===== config.mk =====
export PLATFORM = sky130hd
export DESIGN_NAME = instr_fetch_queue
export DESIGN_NICKNAME = d
export VERILOG_FILES = /design/src/rtl/instr_fetch_queue_pkg.sv /design/src/rtl/instr_fetch_queue.sv
export SDC_FILE = /design/constraint.sdc
export NUM_CORES = 1
export LEC_CHECK = 0
export ABC_AREA = 1
export BUFFER_PORTS_ARGS = -buffer_cell sky130_fd_sc_hd__buf_2
export CORE_MARGIN = 1.5
export CORE_UTILIZATION = 30
export DETAILED_ROUTE_END_ITERATION = 10
export PLACE_DENSITY = 0.47
export SYNTH_ARGS = -nofsm -noshare
export SYNTH_HDL_FRONTEND = slang
export SYNTH_SLANG_ARGS = --single-unit

===== constraint.sdc =====
create_clock -name clk -period 9.69 [get_ports clk]
set_clock_uncertainty 0.1 [all_clocks]
set_input_delay 1.938 -clock clk [delete_from_list [all_inputs] [get_ports clk]]
set_output_delay 1.938 -clock clk [all_outputs]
set_load 0.01 [all_outputs]

===== src/rtl/instr_fetch_queue_pkg.sv =====
// Core constants shared between the fetch queue and decode: XLEN, the
// canonical NOP encoding and the RV32I major opcodes.
package instr_fetch_queue_pkg;

   localparam int          XLEN      = 32;
   localparam logic [31:0] NOP_INSTR = 32'h0000_0013;   // addi x0, x0, 0

   // RV32I major opcodes (instr[6:0])
   localparam logic [6:0] OP_IMM = 7'b001_0011;
   localparam logic [6:0] LOAD   = 7'b000_0011;
   localparam logic [6:0] STORE  = 7'b010_0011;
   localparam logic [6:0] BRANCH = 7'b110_0011;
   localparam logic [6:0] JAL    = 7'b110_1111;
   localparam logic [6:0] JALR   = 7'b110_0111;
   localparam logic [6:0] LUI    = 7'b011_0111;
   localparam logic [6:0] AUIPC  = 7'b001_0111;
   localparam logic [6:0] SYSTEM = 7'b111_0011;

   // Extract the major opcode field of a 32-bit instruction word
   function automatic logic [6:0] get_opcode(input logic [31:0] instr);
      return instr[6:0];
   endfunction

endpackage


===== src/rtl/instr_fetch_queue.sv =====
// Instruction fetch queue: a DEPTH-entry FIFO of {fault, instr, pc} between
// the I-cache response and decode. Full/empty come from the occupancy
// counter only; flush empties the queue on the next edge.
module instr_fetch_queue #(
   parameter int DEPTH = 4,
   parameter int XLEN  = instr_fetch_queue_pkg::XLEN
) (
   input  logic                     clk,
   input  logic                     rst_n,
   input  logic                     flush,
   input  logic                     enq_valid,
   output logic                     enq_ready,
   input  logic [XLEN-1:0]          enq_pc,
   input  logic [XLEN-1:0]          enq_instr,
   input  logic                     enq_fault,
   output logic                     deq_valid,
   input  logic                     deq_ready,
   output logic [XLEN-1:0]          deq_pc,
   output logic [XLEN-1:0]          deq_instr,
   output logic                     deq_fault,
   output logic [$clog2(DEPTH):0]   occupancy
);
   import instr_fetch_queue_pkg::*;

   localparam int PTR_W = $clog2(DEPTH);
   localparam int CNT_W = PTR_W + 1;
   localparam int ENT_W = 2 * XLEN + 1;

   localparam logic [PTR_W-1:0] PTR_ZERO  = '0;
   localparam logic [PTR_W-1:0] PTR_ONE   = PTR_W'(1);
   localparam logic [CNT_W-1:0] CNT_ZERO  = '0;
   localparam logic [CNT_W-1:0] CNT_ONE   = CNT_W'(1);
   localparam logic [CNT_W-1:0] DEPTH_CNT = CNT_W'(DEPTH);
   localparam logic [XLEN-1:0]  NOP_X     = XLEN'(NOP_INSTR);

   // Entry layout: {fault, instr, pc}
   logic [ENT_W-1:0] mem_q [DEPTH];
   logic [ENT_W-1:0] head_s;

   logic [PTR_W-1:0] wr_ptr_q, wr_ptr_d;
   logic [PTR_W-1:0] rd_ptr_q, rd_ptr_d;
   logic [CNT_W-1:0] occ_q, occ_d;
   logic             enq_fire_s;
   logic             deq_fire_s;

   assign enq_ready = (occ_q != DEPTH_CNT);
   assign occupancy = occ_q;

   // Next-state for pointers and occupancy; flush overrides any handshake
   always_comb begin
      enq_fire_s = enq_valid && (occ_q != DEPTH_CNT) && !flush;
      deq_fire_s = deq_ready && (occ_q != CNT_ZERO) && !flush;
      wr_ptr_d   = wr_ptr_q;
      rd_ptr_d   = rd_ptr_q;
      occ_d      = occ_q;
      if (flush) begin
         wr_ptr_d = PTR_ZERO;
         rd_ptr_d = PTR_ZERO;
         occ_d    = CNT_ZERO;
      end else begin
         // DEPTH is a power of two, so PTR_W-bit overflow is the wrap to 0
         if (enq_fire_s) begin
            wr_ptr_d = wr_ptr_q + PTR_ONE;
         end else begin
            wr_ptr_d = wr_ptr_q;
         end
         if (deq_fire_s) begin
            rd_ptr_d = rd_ptr_q + PTR_ONE;
         end else begin
            rd_ptr_d = rd_ptr_q;
         end
         case ({enq_fire_s, deq_fire_s})
            2'b10:   occ_d = occ_q + CNT_ONE;
            2'b01:   occ_d = occ_q - CNT_ONE;
            default: occ_d = occ_q;
         endcase
      end
   end

   // Control state: pointers and occupancy, cleared asynchronously
   always_ff @(posedge clk or negedge rst_n) begin
      if (!rst_n) begin
         wr_ptr_q <= PTR_ZERO;
         rd_ptr_q <= PTR_ZERO;
         occ_q    <= CNT_ZERO;
      end else begin
         wr_ptr_q <= wr_ptr_d;
         rd_ptr_q <= rd_ptr_d;
         occ_q    <= occ_d;
      end
   end

   // Entry storage: written on an accepted enqueue, never reset
   always_ff @(posedge clk) begin
      if (enq_fire_s) begin
         mem_q[wr_ptr_q] <= {enq_fault, enq_instr, enq_pc};
      end
   end

   // Head presentation; an empty queue shows a NOP with no fault
   always_comb begin
      head_s = mem_q[rd_ptr_q];
      if (occ_q != CNT_ZERO) begin
         deq_valid = 1'b1;
         deq_pc    = head_s[XLEN-1:0];
         deq_instr = head_s[2*XLEN-1:XLEN];
         deq_fault = head_s[2*XLEN];
      end else begin
         deq_valid = 1'b0;
         deq_pc    = '0;
         deq_instr = NOP_X;
         deq_fault = 1'b0;
      end
   end

endmodule


Word level (Yosys, flattened, before mapping)
Memory sizes are Yosys's and may differ from the RTL's. Index checks and enable logic that the tools add are counted. Widths: inputs -> output; s select.

$add $sub $neg: 4. Equal/unequal tests: 3. Muxes and demuxes: 12. Reduce and logical (&&, ||, !) cells: 9.

Operators by type and width (count): $mux 32 (2); $mux 2 (4); $pmux 3 s2 (1); $reduce_bool 3->1 (2); $add 2x1->2 const B (2); $logic_and 1x1->1 (4); $mux 1 (4); $reduce_bool 2->1 (2); $add 3x1->3 const B (1); $mux 3 (1); $ne 3x3->1 const B (1); $sub 3x1->3 const B (1); $eq 2x1->1 const B (1); $eq 2x2->1 const B (1); $logic_not 1->1 (1).

Flip-flop bits (word level): 7. Memory bits (writable): 260. Input port bits: 70. Output and inout port bits: 70. Word-level logic and storage cells: 32. Memories: 1.

Memories: mem_q (depth 4, width 65, read ports 1, clocked after Yosys merged registers in 0, write ports 1, RTL line instr_fetch_queue.sv:37) `logic [ENT_W-1:0] mem_q [DEPTH];`.

Longest topological paths before layout
Gate-level depths: netlist of the first run.

Depth after elaboration: 6. Depth in mapped cells: 12.

Worst setup path before layout of the first run
No wires, ideal clock.

Kind: input to register. Start: input port enq_valid. End: memory mem_q[0][0] (netlist name) (enable). Setup time: 488 ps. Arrival: 4955 ps. Required time: 9102 ps. Setup slack: 4147 ps. Cell stages on the path: 4. Path through: nand2_2 -> nor2_1 -> inv_1 -> nor2_1.

Word-level cells in the longest chain between the ends: 4.

RTL lines: from (decl) (RTL line instr_fetch_queue.sv:11) `input logic enq_valid,`; $logic_and 1x1->1 (2 in series) (RTL line instr_fetch_queue.sv:51) `enq_fire_s = enq_valid && (occ_q != DEPTH_CNT) && !flush;`; $mux 1 (RTL line instr_fetch_queue.sv:95) `if (enq_fire_s) begin`; $mux 1 (not written as such) (RTL line instr_fetch_queue.sv:96) `mem_q[wr_ptr_q] <= {enq_fault, enq_instr, enq_pc};`; to (decl) (RTL line instr_fetch_queue.sv:37).

Every way passes these cells.

Final worst setup path of the first run
Start: register rd_ptr_q[0]. End: output port deq_pc[31].

Word-level cells in the longest chain between the ends: 2.

RTL lines: from (decl) (RTL line instr_fetch_queue.sv:41) `logic [PTR_W-1:0] rd_ptr_q, rd_ptr_d;`; from (signal assigned) (RTL line instr_fetch_queue.sv:88) `rd_ptr_q <= rd_ptr_d;`; $mem_v2 4x65; $mux 32 (RTL line instr_fetch_queue.sv:103) `if (occ_q != CNT_ZERO) begin`; to (decl) (RTL line instr_fetch_queue.sv:18) `output logic [XLEN-1:0] deq_pc,`.

Every way passes these cells.

==> summary.txt, run 1 <==
result of the run = completed
final setup margin = 4.33 ns
share of the yosys chip area belonging to registers = 0.759
final wirelength = 25100 um
end of the worst register-to-register path = mem_q[2][63]
effective utilization at floorplan = 0.305
leading post-synthesis cells by cell area = sky130_fd_sc_hd__edfxtp_1 74%, sky130_fd_sc_hd__nor2_1 9.5%, sky130_fd_sc_hd__o21ai_1 3.6%, sky130_fd_sc_hd__a21oi_1 3.1%, sky130_fd_sc_hd__o21ai_0 2.6%
TritonCTS clock tree = built
worst stage delay on the critical path = 0.75 ns
Yosys top cell by area = sky130_fd_sc_hd__edfxtp_1
area occupied by multi-input gates = 0.00224 sq mm
Vias = 6539
number of core rows = 68
initial antenna violation count = 4
number of nets produced by synthesis = 902
DRT Pass-1 Iters = 5
number of input and output port buffers inserted = 139
Data arrival, critical path = 3.32 ns
combined buffer and inverter count along the critical path = 3
startpoint of the most critical register-to-register path = occupancy[0]
Worst Min Path Start = occupancy[2]
classification of the worst-slack hold path = reg2reg
CP Capture Type = output port
ordered list of cells on the worst path = inv_4, buf_4, o21ai_0, a21oi_1, buf_2
clock sink count = 267
overall fraction of global-route tracks in use = 0.137
area of placed instances = 0.0116 sq mm
DRC violation count after routing = 0
global placer's final weighted congestion = 0.696
most common library cell in the layout ignoring fill and taps = sky130_fd_sc_hd__nor2_1
highest achievable clock rate = 187 MHz
Die Outline Area = 0.0362 sq mm
Max Cap Viol = 0
Yosys warning count = 0
GRT Residual Overflow = 0
Max FO, Critical Path = 70
category of the worst setup path launch point = register
pin count of the biggest net entering global routing = 71
final count of hold timing violations = 0
Die X = 190 um
maximum vdd drop = 0.000147 V
setup repair after global routing missed its margin = false
post-synthesis cell count = 827
most used cells in the layout excluding fill and tap cells = 261 x sky130_fd_sc_hd__nor2_1, 260 x sky130_fd_sc_hd__edfxtp_1, 139 x sky130_fd_sc_hd__buf_2
final routed wire length divided by cell count = 17.5 um
slew of the pin with the lowest slew margin = 1.07 ns
clock transition at the register clock pins on the worst setup and hold paths after CTS = 0.06 ns
clock latency on the worst-skew pair = 0.54 ns
final instance area = 0.0125 sq mm
reg2reg setup slack = 7.14 ns
final number of setup-violating endpoints = 0
FF-to-FF path depth = 7
ratio of cells with drive above 1 in the final layout = 0.209
first-pass GRT wire length = 38000 um
final cycle utilization of the critical path = 0.553
die boundary height = 190 um
endpoint required time on the critical path = 7.65 ns
clock period minus final worst setup slack = 5.36 ns
number of H-tree levels = 1
Relative slew margins = 0.286
area fraction of the dominant cell type after synthesis = 0.742
cell area after technology mapping = 0.0105 sq mm
syn_area_per_cell = 12.7 sq um
initial detailed-routing violation count = 321
PostCTS Resize Cnt = 0
clock buffer depth = 3
number of nets at the end of the flow = 1032
count of pins over their slew limit = 0
number of ports placed on the die boundary = 140
Sequential cell area = 0.00799 sq mm
Root Driver = sky130_fd_sc_hd__clkbuf_16
leak pwr = 4.43 nW
flip-flop and latch count after synthesis = 267
placement-stage worst setup slack = 4.85 ns
CTS Hold Buffers Added = 0
ratio of routed vias to standard cells = 4.56
CP top delay family = buffers and inverters
Setup CP Type = reg2out
final core area utilization = 0.361
vias in the first global route = 6374
remaining number of nets flagged by the antenna check after routing = 0
Layout fillers = 3386
Worst path slowest cell = sky130_fd_sc_hd__dfrtp_4
stages on the worst setup path = 5
number of unique standard cell types used by synthesis = 24
Cells on Worst Hold Path = 2
power density relative to cell area = 263 mW/mm^2
CORE AREA = 0.0345 sq mm
number of buffers created by CTS = 29
count of inserted antenna diode cells = 0
post-CTS setup buffers = 0
placed wire-length estimate after detailed placement = 13300 um
sum of negative setup slack = 0 ns
area delta synth->final = 18.5%
Worst Hold Endpoint = occupancy[2]
kinds of logic (layout without fill, tap and decap cells):
| group | after synthesis | in the layout | share of synthesized area |
|---|---|---|---|
| adder cells (fa/ha/maj) | 5 | 5 | 0.00666 |
| AO/OA/AOI/OAI | 200 | 200 | 0.0968 |
| XOR/XNOR | 1 | 1 | 0.000832 |
| flip-flops | 267 | 267 | 0.759 |
| AND/OR/NAND/NOR | 291 | 291 | 0.106 |
| buffers and inverters | 63 | 214 | 0.0313 |
synth_stat cells:
| library cell | instances |
|---|---|
| sky130_fd_sc_hd__nor2_2 | 1 |
| sky130_fd_sc_hd__edfxtp_1 | 260 |
| sky130_fd_sc_hd__buf_2 | 22 |
| sky130_fd_sc_hd__a21boi_2 | 1 |
| sky130_fd_sc_hd__o311ai_1 | 3 |
| sky130_fd_sc_hd__nor2_4 | 1 |
| sky130_fd_sc_hd__clkbuf_1 | 5 |
| sky130_fd_sc_hd__o21ai_1 | 76 |
| sky130_fd_sc_hd__clkbuf_2 | 7 |
| sky130_fd_sc_hd__ha_1 | 4 |
| sky130_fd_sc_hd__inv_2 | 5 |
| sky130_fd_sc_hd__a21oi_1 | 65 |
| sky130_fd_sc_hd__dfrtp_1 | 7 |
| sky130_fd_sc_hd__nor2_1 | 265 |
| sky130_fd_sc_hd__nand2_1 | 18 |
| sky130_fd_sc_hd__buf_6 | 3 |
| sky130_fd_sc_hd__xnor2_1 | 1 |
| sky130_fd_sc_hd__o21ai_0 | 55 |
| sky130_fd_sc_hd__inv_1 | 9 |
| sky130_fd_sc_hd__nand2_2 | 4 |
| sky130_fd_sc_hd__fa_1 | 1 |
| sky130_fd_sc_hd__nand3_1 | 2 |
| sky130_fd_sc_hd__buf_1 | 3 |
| sky130_fd_sc_hd__buf_4 | 9 |
layer usage:
| layer | part of all wire | GRT usage | routed length, um | up-vias |
|---|---|---|---|---|
| met2 | 0.49 | 0.236 | 12300 | 139 |
| met4 | 0.021 | 0.0321 | 538 | 8 |
| met3 | 0.050 | 0.0269 | 1250 | 46 |
| li1 | - | - | - | 3179 |
| met5 | 0.0015 | 0 | 38 | - |
| met1 | 0.44 | 0.179 | 11000 | 3167 |
worst max-delay path by stage:
stage | startpoint | to | slack (ns)
finish | rd_ptr_q[0] | deq_pc[31] | 4.33
global route | rd_ptr_q[0] | deq_instr[13] | 4.01
CTS | rd_ptr_q[0] | deq_instr[13] | 4.26
detailed placement | rd_ptr_q[0] | deq_pc[31] | 4.85
global placement | rd_ptr_q[0] | deq_pc[31] | 4.82
floorplan | enq_valid | mem_q[0][0] | 4.15
layout make-up:
type	count	area share
Clock buffer	37	0.0606
Clock inverter	15	0.00773
Inverter	14	0.00441
Multi-Input combinational cell	497	0.180
Sequential cell	267	0.641
Tap cell	455	0.0457
Timing Repair Buffer	148	0.0612
state kept, by name (all words and copies together), names as in the netlist:
name       cells
mem_q        260
rd_ptr_q       2
wr_ptr_q       2
occupancy      3
power by group:
part	total, W	switching, W	internal [W]	leakage [nW]
Sequential	0.00139	0.0000507	0.00134	2.45
Combinational	0.000891	0.000610	0.000281	1.56
Clock	0.00100	0.000429	0.000572	0.422
Total	0.00328	0.00109	0.00219	4.43
per-stage QoR:
stage / hold WS, ns / total power (W) / std cells
3_5_place_dp: 0.505 / 0.00234 / 1381
6_report: 0.514 / 0.00328 / 1433
3_3_place_gp: 0.497 / 0.00234 / 1381
5_1_grt: 0.527 / 0.00347 / 1433
4_1_cts: 0.518 / 0.00335 / 1433
2_1_floorplan: 0.480 / 0.00197 / 827
tightest hold or removal path, stage by stage (launching register included):
cell                      delay, ns
sky130_fd_sc_hd__dfrtp_1       0.45
sky130_fd_sc_hd__nand2_1       0.08
sky130_fd_sc_hd__nand2_1       0.06
(Power assumes the default switching activity.)
==> run 2, diff against run 1 <==
Settings changed: PLACE_DENSITY 0.47 to 0.49.
Clock period 9.69 ns to 4.9 ns, I/O delays scaled along.
==> run 2 against run 1 <==
Via count hardly changed. Cell area increased by 1.5%. First-iteration DRC count fell by 2.5%. Sequential share of layout area down 0.96 points. Sequential power rose by 97%. Worst hold slack worse by 0.36 ns. Non-clock buffer count increased by 7. Combinational power increased by 100%. Wire length down 0.86%. Clock power rose by 120%. Count of clock-buffer cells in the layout shrank 3. Critical path depth is 1 higher. Critical path type unchanged. Largest cell class unchanged. Highest routed layer unchanged.
==> summary.txt, run 2 (synthesis gave the netlist of run 1 again) <==
slew of the pin with the lowest slew margin = 0.956 ns
ratio of cells with drive above 1 in the final layout = 0.220
reg2reg setup slack = 2.28 ns
result of the run = completed
Worst path slowest cell = sky130_fd_sc_hd__dfrtp_4
CTS Hold Buffers Added = 0
power density relative to cell area = 529 mW/mm^2
total power after layout = 0.00670 W
endpoint required time on the critical path = 3.82 ns
global placer's final weighted congestion = 0.709
final wirelength = 24900 um
Seq pwr share = 0.409
Switching Share = 0.324
classification of the worst-slack hold path = in2async
worst stage delay on the critical path = 0.83 ns
category of the worst setup path launch point = register
highest achievable clock rate = 248 MHz
final routed wire length divided by cell count = 17.3 um
initial antenna violation count = 3
most common library cell in the layout ignoring fill and taps = sky130_fd_sc_hd__nor2_1
die boundary height = 190 um
Die Outline Area = 0.0362 sq mm
pin count of the biggest net entering global routing = 77
final cycle utilization of the critical path = 0.822
Vias = 6540
Max Cap Viol = 0
GRT Residual Overflow = 0
Data arrival, critical path = 2.95 ns
vias in the first global route = 6610
DRT Pass-1 Iters = 4
number of buffers created by CTS = 30
clock period minus final worst setup slack = 4.03 ns
DRC violation count after routing = 0
initial detailed-routing violation count = 313
number of input and output port buffers inserted = 139
clock transition at the register clock pins on the worst setup and hold paths after CTS = 0.06 ns
CP Capture Type = output port
leak pwr = 4.52 nW
clock latency on the worst-skew pair = 0.55 ns
most frequent cell on the critical path = sky130_fd_sc_hd__nor2_1
placed wire-length estimate after detailed placement = 14200 um
area occupied by multi-input gates = 0.00224 sq mm
Setup CP Type = reg2out
Net Switching = 0.00217 W
ratio of routed vias to standard cells = 4.54
PostCTS Resize Cnt = 0
final count of hold timing violations = 0
count of inserted antenna diode cells = 0
Max FO, Critical Path = 76
remaining number of nets flagged by the antenna check after routing = 0
Layout fillers = 3420
sum of negative setup slack = 0 ns
final number of setup-violating endpoints = 0
ordered list of cells on the worst path = buf_4, nor2_1, nor2_1, o21ai_0, a21oi_1, buf_2
register with the most flip-flops = mem_q
Root Driver = sky130_fd_sc_hd__clkbuf_16
number of H-tree levels = 1
number of core rows = 68
flip-flop count of the largest register, all copies and words added = 260
most used cells in the layout excluding fill and tap cells = 261 x sky130_fd_sc_hd__nor2_1, 260 x sky130_fd_sc_hd__edfxtp_1, 139 x sky130_fd_sc_hd__buf_2
effective utilization at floorplan = 0.305
number of nets at the end of the flow = 1040
post-CTS setup buffers = 0
overall fraction of global-route tracks in use = 0.138
first-pass GRT wire length = 38300 um
TritonCTS clock tree = built
Comb pwr share = 0.267
Die X = 190 um
Relative slew margins = 0.361
Sequential cell area = 0.00799 sq mm
count of pins over their slew limit = 0
CORE AREA = 0.0345 sq mm
area delta synth->final = 20.3%
clock sink count = 267
setup repair after global routing missed its margin = false
FF-to-FF path depth = 7
clock buffer depth = 3
maximum vdd drop = 0.000279 V
internal cell power = 0.00453 W
number of ports placed on the die boundary = 140
Clock power frac = 0.323
-- run 2: cell types whose count changed in the layout (fill, tap and decap cells not counted) --
cell / delta
sky130_fd_sc_hd__buf_12: +2
sky130_fd_sc_hd__buf_4: +5
sky130_fd_sc_hd__bufinv_16: +2
sky130_fd_sc_hd__clkbuf_1: -5
sky130_fd_sc_hd__clkinv_2: -1
sky130_fd_sc_hd__clkinvlp_4: +3
sky130_fd_sc_hd__clkinv_1: +1
sky130_fd_sc_hd__clkbuf_16: +2
-- run 2: path summary, 6_finish.rpt --
check                                  start             to
worst max-delay path             rd_ptr_q[0]  deq_instr[17]
worst min-delay path                   rst_n   occupancy[2]
worst max register to register  occupancy[0]   mem_q[2][23]
worst min register to register  occupancy[2]   occupancy[2]
max in group asynchronous              rst_n    rd_ptr_q[0]
min in group clk                occupancy[2]   occupancy[2]
-- run 2: layer usage --
metal	global-route usage	up-vias	share of wire
met3	0.0267	47	0.044
met2	0.235	138	0.48
met5	0	-	0.0011
li1	-	3210	-
met4	0.0394	4	0.026
met1	0.178	3141	0.45
-- run 2: power by group through the flow --
stage	registers (W)	clock network, W	logic, W
floorplan	0.00275	0	0.00114
global placement	0.00279	0	0.00185
detailed placement	0.00279	0	0.00185
CTS	0.00275	0.00223	0.00186
global route	0.00276	0.00232	0.00203
finish	0.00274	0.00217	0.00179
-- run 2: per-stage QoR --
step	area (sq um)	instances	setup WS, ns	util	hold slack (ns)
final	12700	1442	0.870	0.366	0.159
after global placement	11700	1388	1.38	0.339	0.497
after detailed placement	11700	1388	1.34	0.339	0.495
after global routing	12700	1442	0.554	0.366	0.139
after floorplan	10500	827	0.315	-	0.480
after CTS	12700	1442	0.738	0.366	0.142
-- run 2: critical path: cells and delay by family (launching register included) --
| family | cells | cell delay (ns) |
|---|---|---|
| compound gates | 2 | 0.35 |
| simple gates | 2 | 0.21 |
| flops | 1 | 0.83 |
| buf+inv | 2 | 0.93 |
-- run 2: layout make-up --
class	count	area share
clock buffer	34	0.0622
clock inverter	20	0.0140
inverter	14	0.00435
multi-input combinational	497	0.177
sequential	267	0.631
tap	455	0.0450
timing repair buffer	155	0.0664
